<file path="config.mk">
export PLATFORM = sky130hd
export DESIGN_NAME = ex_timer_tick
export DESIGN_NICKNAME = d
export VERILOG_FILES = /design/src/rtl/ex_timer_tick_pkg.sv /design/src/rtl/ex_tick_div.sv /design/src/rtl/ex_timer_tick.sv
export SDC_FILE = /design/constraint.sdc
export NUM_CORES = 1
export LEC_CHECK = 0
export BUFFER_PORTS_ARGS = -buffer_cell sky130_fd_sc_hd__buf_2
export CAP_MARGIN = 30
export CORE_UTILIZATION = 40
export DETAILED_ROUTE_END_ITERATION = 7
export SYNTH_ARGS = -nofsm -noshare
export SYNTH_HDL_FRONTEND = slang
export SYNTH_SLANG_ARGS = --single-unit
</file>
<file path="constraint.sdc">
create_clock -name clock -period 3 [get_ports clock]
set_input_delay 0 -clock clock [delete_from_list [all_inputs] [get_ports clock]]
set_output_delay 0 -clock clock [all_outputs]
set_load 0.05 [all_outputs]
</file>
<file path="src/rtl/ex_timer_tick_pkg.sv">
// Shared constants for the core time base: bit positions in the timers vector
// and the configuration-select codes.
package ex_timer_tick_pkg;

  localparam int TMR_US      = 0;
  localparam int TMR_MS      = 1;
  localparam int TMR_S       = 2;
  localparam int TMR_IV      = 3;
  localparam int TMR_FREQ_LO = 8;

  typedef enum logic [1:0] {
    CFGSEL_NONE   = 2'b00,
    CFGSEL_PERIOD = 2'b01,
    CFGSEL_USCNT  = 2'b10,
    CFGSEL_RSVD   = 2'b11
  } cfgSelE;

endpackage

</file>
<file path="src/rtl/ex_tick_div.sv">
// Modulo-N event divider: counts enabled cycles 0..N-1 and flags the wrapping
// cycle combinationally so dividers can be chained without added latency.
module ex_tick_div #(
  parameter int N = 1000,
  parameter int W = (N > 1) ? $clog2(N) : 1
) (
  input  logic clock,
  input  logic clear,
  input  logic enable,
  output logic wrap
);

  logic [W-1:0] count;

  assign wrap = enable && (count == W'(N - 1));

  // NOTE: state is updated with non-blocking assignments so every divider in
  // the chain samples its neighbours' pre-edge values.
  always_ff @(posedge clock) begin
    if (clear) begin
      count <= '0;
    end else if (enable) begin
      count <= wrap ? '0 : count + 1'b1;
    end
  end

endmodule

</file>
<file path="src/rtl/ex_timer_tick.sv">
// Free-running core time base: microsecond prescaler, ms/s dividers, a
// programmable interval tick and the 64-bit microsecond counter.
module ex_timer_tick
  import ex_timer_tick_pkg::*;
#(
  parameter int          CLK_MHZ   = 50,
  parameter logic [3:0]  FREQ_CODE = 4'h5
) (
  input  logic        clock,
  input  logic        reset,
  input  logic        hold,
  input  logic [1:0]  cfgSel,
  input  logic [63:0] cfgData,
  output logic [11:0] timers,
  output logic [63:0] usCount,
  output logic [23:0] period
);

  logic        run;
  logic        clear;
  logic        usEv;
  logic        msEv;
  logic        sEv;
  logic        ivEv;
  logic [23:0] ivCnt;
  logic [3:0]  ticks;

  assign run   = !hold;
  assign clear = !reset;

  // Gating the prescaler enable with hold also silences every downstream event.
  ex_tick_div #(.N(CLK_MHZ), .W(8)) uPsc (
    .clock  (clock),
    .clear  (clear),
    .enable (run),
    .wrap   (usEv)
  );

  ex_tick_div #(.N(1000), .W(10)) uMsDiv (
    .clock  (clock),
    .clear  (clear),
    .enable (usEv),
    .wrap   (msEv)
  );

  ex_tick_div #(.N(1000), .W(10)) uSDiv (
    .clock  (clock),
    .clear  (clear),
    .enable (msEv),
    .wrap   (sEv)
  );

  assign ivEv = usEv && (period != '0) && (ivCnt == period - 24'd1);

  always_ff @(posedge clock) begin
    if (!reset) begin
      ticks   <= '0;
      ivCnt   <= '0;
      period  <= '0;
      usCount <= '0;
    end else begin
      ticks[TMR_US] <= usEv;
      ticks[TMR_MS] <= msEv;
      ticks[TMR_S]  <= sEv;

      // A period write restarts the interval and suppresses a coincident tick.
      if (cfgSel == CFGSEL_PERIOD) begin
        period        <= cfgData[23:0];
        ivCnt         <= '0;
        ticks[TMR_IV] <= 1'b0;
      end else begin
        ticks[TMR_IV] <= ivEv;
        if (usEv && (period != '0)) begin
          ivCnt <= ivEv ? '0 : ivCnt + 24'd1;
        end
      end

      if (cfgSel == CFGSEL_USCNT) begin
        usCount <= cfgData;
      end else if (usEv) begin
        usCount <= usCount + 64'd1;
      end
    end
  end

  assign timers[TMR_FREQ_LO +: 4] = FREQ_CODE;
  assign timers[7:4]              = 4'h0;
  assign timers[3:0]              = ticks;

endmodule
</file>
==> key figures <==
Detailed routing
  • Wl on met1: 10400 um
  • Vias per std cell: 5.22
  • WL final: 22400 um
  • DR iter-0 viols: 412
  • DR top layer: met4
  • Initial DRT Pass Iterations: 4
  • Detail Route Antenna Nets: 0
  • Routed len/inst: 15.8 um
  • DR DRC count: 0
  • Routed met2 length: 10900 um
  • Metal3 WL: 900 um
  • Via count: 7392

Clock tree
  • Post-CTS Setup Inserts: 0
  • Hold bufs inserted after CTS: 65
  • # clock sinks: 144
  • TritonCTS Buffers: 17
  • CTS root buf: clkbuf_16
  • H-tree Lvls: 4
  • CTS tree: yes
  • Clock slew at reported path FFs: 0.06 ns
  • Clk Latency, worst-skew pair: 0.42 ns
  • Clock Tree Buf Depth: 2
  • Post-cts sizing count: 0

Synthesis
  • Post-synth top area cell: dfxtp_1
  • Top_reg_cell synth: dfxtp_1
  • Mapped Cells: 945
  • Synth top cells by count: dfxtp_1, nand2_1, a21oi_1
  • Top-count cell post-synth: dfxtp_1
  • Register area share after synthesis: 0.376
  • Count of cell types in the netlist: 63
  • Synthesized area: 7660 um^2
  • Top cells by area, synth: dfxtp_1, xnor2_1, xor2_1
  • Yosys Warn Count: 0
  • Post-synth EDFFs: 0
  • Avg Inst Size Synth: 8.11 um^2
  • Async set or reset register ratio after synthesis: 0
  • Post-synthesis register bit count: 144
  • Yosys top cell area share: 0.376

Job
  • Max-Cap Viols: 0

Setup path
  • R2r endpoint: ivCnt[18]
  • CP Max Fanout: 13
  • Setup crit start: period[0]
  • WP data arrival: 3.11 ns
  • R2R depth: 10
  • Crit path kind: reg -> reg
  • R2R Path Start: period[0]
  • CP Launch Type: register
  • Worst EP required: 3.26 ns
  • Critical Path Sink Type: register
  • Reg-to-reg slack, setup: 0.15 ns

Timing
  • Worst-Margin Slew: 1.02 ns
  • Worst relative slew slack: 0.318
  • RSZ-0062 raised after global routing: no
  • Setup violators final: 0
  • Setup_tns: 0 ns
  • Hold Violations, Final: 0
  • Max-slew violations: 0
  • Layout Skew: 0.0115 ns
  • Final period util: 0.950
  • Max Fclk: 351 MHz
  • Tmin final: 2.85 ns

Die
  • Initial Util: 0.408
  • Die X-Extent: 140 um
  • Core Region: 18800 um^2
  • Die area: 19700 um^2
  • Ports: 169
  • Number of cell rows: 50
  • Die span in y: 140 um

Global routing
  • Initial antenna violation count: 0
  • Vias in the first global route: 6977
  • Total GRT Usage: 0.231
  • Overflow left after global routing: 0
  • First-pass GRT wire length: 36200 um
  • Pin count of the biggest net entering global routing: 68

Placement
  • Hpwl dp: 16100 um
  • Placer's final routability congestion estimate: 0.889
  • IO buf count: 160

Worst hold path
  • Hold wc startpoint: reset
  • Worst hold path endpoint: usCount[20]
  • Min-Delay Path Depth: 3
  • Hold Crit Class: in -> reg

Outcome
  • Outcome: complete, no violations

Final layout
  • Share of cells above drive strength 1: 0.206
  • Syn-to-layout area delta: 30.6%
  • # fillers: 1790
  • Net count of the finished layout: 1247
  • Ant. Diodes: 0

Pwr
  • PwrDens: 499 nW/um^2
  • VDD IR max: 336 uV
  • Leakage: 3.98 nW
  • Power, Total: 0.00500 W
cells in the final DEF (no fill, tap or decap), drive strengths merged, types with 3 or more instances in the layout:
cell and instances:
buf 192, dfxtp 144, a21oi 81, nor2b 7, ha 8, o21ai 53
and3 25, or4 3, nor2 78, nor4 15, xnor2 75, a31oi 3
nand2 107, nor4b 5, a311oi 3, clkinv 6, nand3 35, dlygate4sd3 65
a211oi 16, and2 6, conb 8, and4 8, nor3 52, or3 6
clkbuf 24, mux2i 3, o22ai 5, o211ai 3, nand2b 7, inv 25
xor2 56, nand4 36
worst max path at each step:
stage | to | slack (ns) | cells past startpoint
floorplan | ivCnt[10] | 0.12 | 9
global placement | ivCnt[17] | 0.26 | 10
detailed placement | ivCnt[18] | 0.19 | 10
CTS | ivCnt[18] | 0.19 | 10
global route | ivCnt[18] | 0.02 | 10
finish | ivCnt[18] | 0.15 | 10
sequential cells by signal, summed over array words and instances (netlist names):
register and flops:
usCount 64, ivCnt 24, period 24, uMsDiv.count 10, uSDiv.count 10, uPsc.count 8
ticks 4
cell families (layout without fill, tap and decap cells):
logic type	count (synthesis)	in the layout	synth area share
compound gates	175	175	0.132
xor+xnor	131	131	0.151
fa+ha+maj	8	8	0.0131
buf+inv	81	313	0.0461
flops	144	144	0.376
mux	3	3	0.00392
other cells	2	8	0.000980
simple gates	401	401	0.277
through the flow:
step | hold WS [ns] | worst slack [ns] | utilization | cell area (um^2) | instances
finish | 0.0185 | 0.150 | 0.533 | 10000 | 1417
floorplan | 0.129 | 0.117 | - | 7690 | 951
global route | 0.0175 | 0.0235 | 0.533 | 10000 | 1417
CTS | 0.00392 | 0.186 | 0.533 | 10000 | 1417
global placement | 0.233 | 0.258 | 0.467 | 8770 | 1319
detailed placement | 0.251 | 0.189 | 0.468 | 8790 | 1320
worst max-delay path: stages (launching register included):
cell and delay [ns]:
dfxtp_2 0.40, inv_1 0.08, ha_1 0.30, xor2_1 0.14, nand2_1 0.07, nor4_1 0.35
o41ai_1 0.13, or4_1 0.58, nor4b_4 0.31, buf_4 0.25, nor3_1 0.08
cell type report:
cell class	count	area, um^2	share of cell area
clock buffers	24	482	0.0481
clock inverters	8	80.1	0.00800
inverters	24	90.1	0.00900
multi-input cells	726	4460	0.446
flip-flops and latches	144	2890	0.288
well taps	234	293	0.0293
repair buffers	257	1720	0.172
power by group:
part | switching, W | leakage (nW) | internal [W]
sequential | 0.0000954 | 1.18 | 0.00199
combinational | 0.000570 | 2.52 | 0.000300
clock | 0.000831 | 0.279 | 0.00121
total | 0.00150 | 3.98 | 0.00350
metal layers:
| metal | vias to the layer above | GRT usage |
|---|---|---|
| met2 | 161 | 0.386 |
| li1 | 3754 | - |
| met1 | 3452 | 0.299 |
| met5 | - | 0 |
| met3 | 25 | 0.0547 |
| met4 | 0 | 0.0578 |
Note: power is estimated with default switching activity, not from simulation.
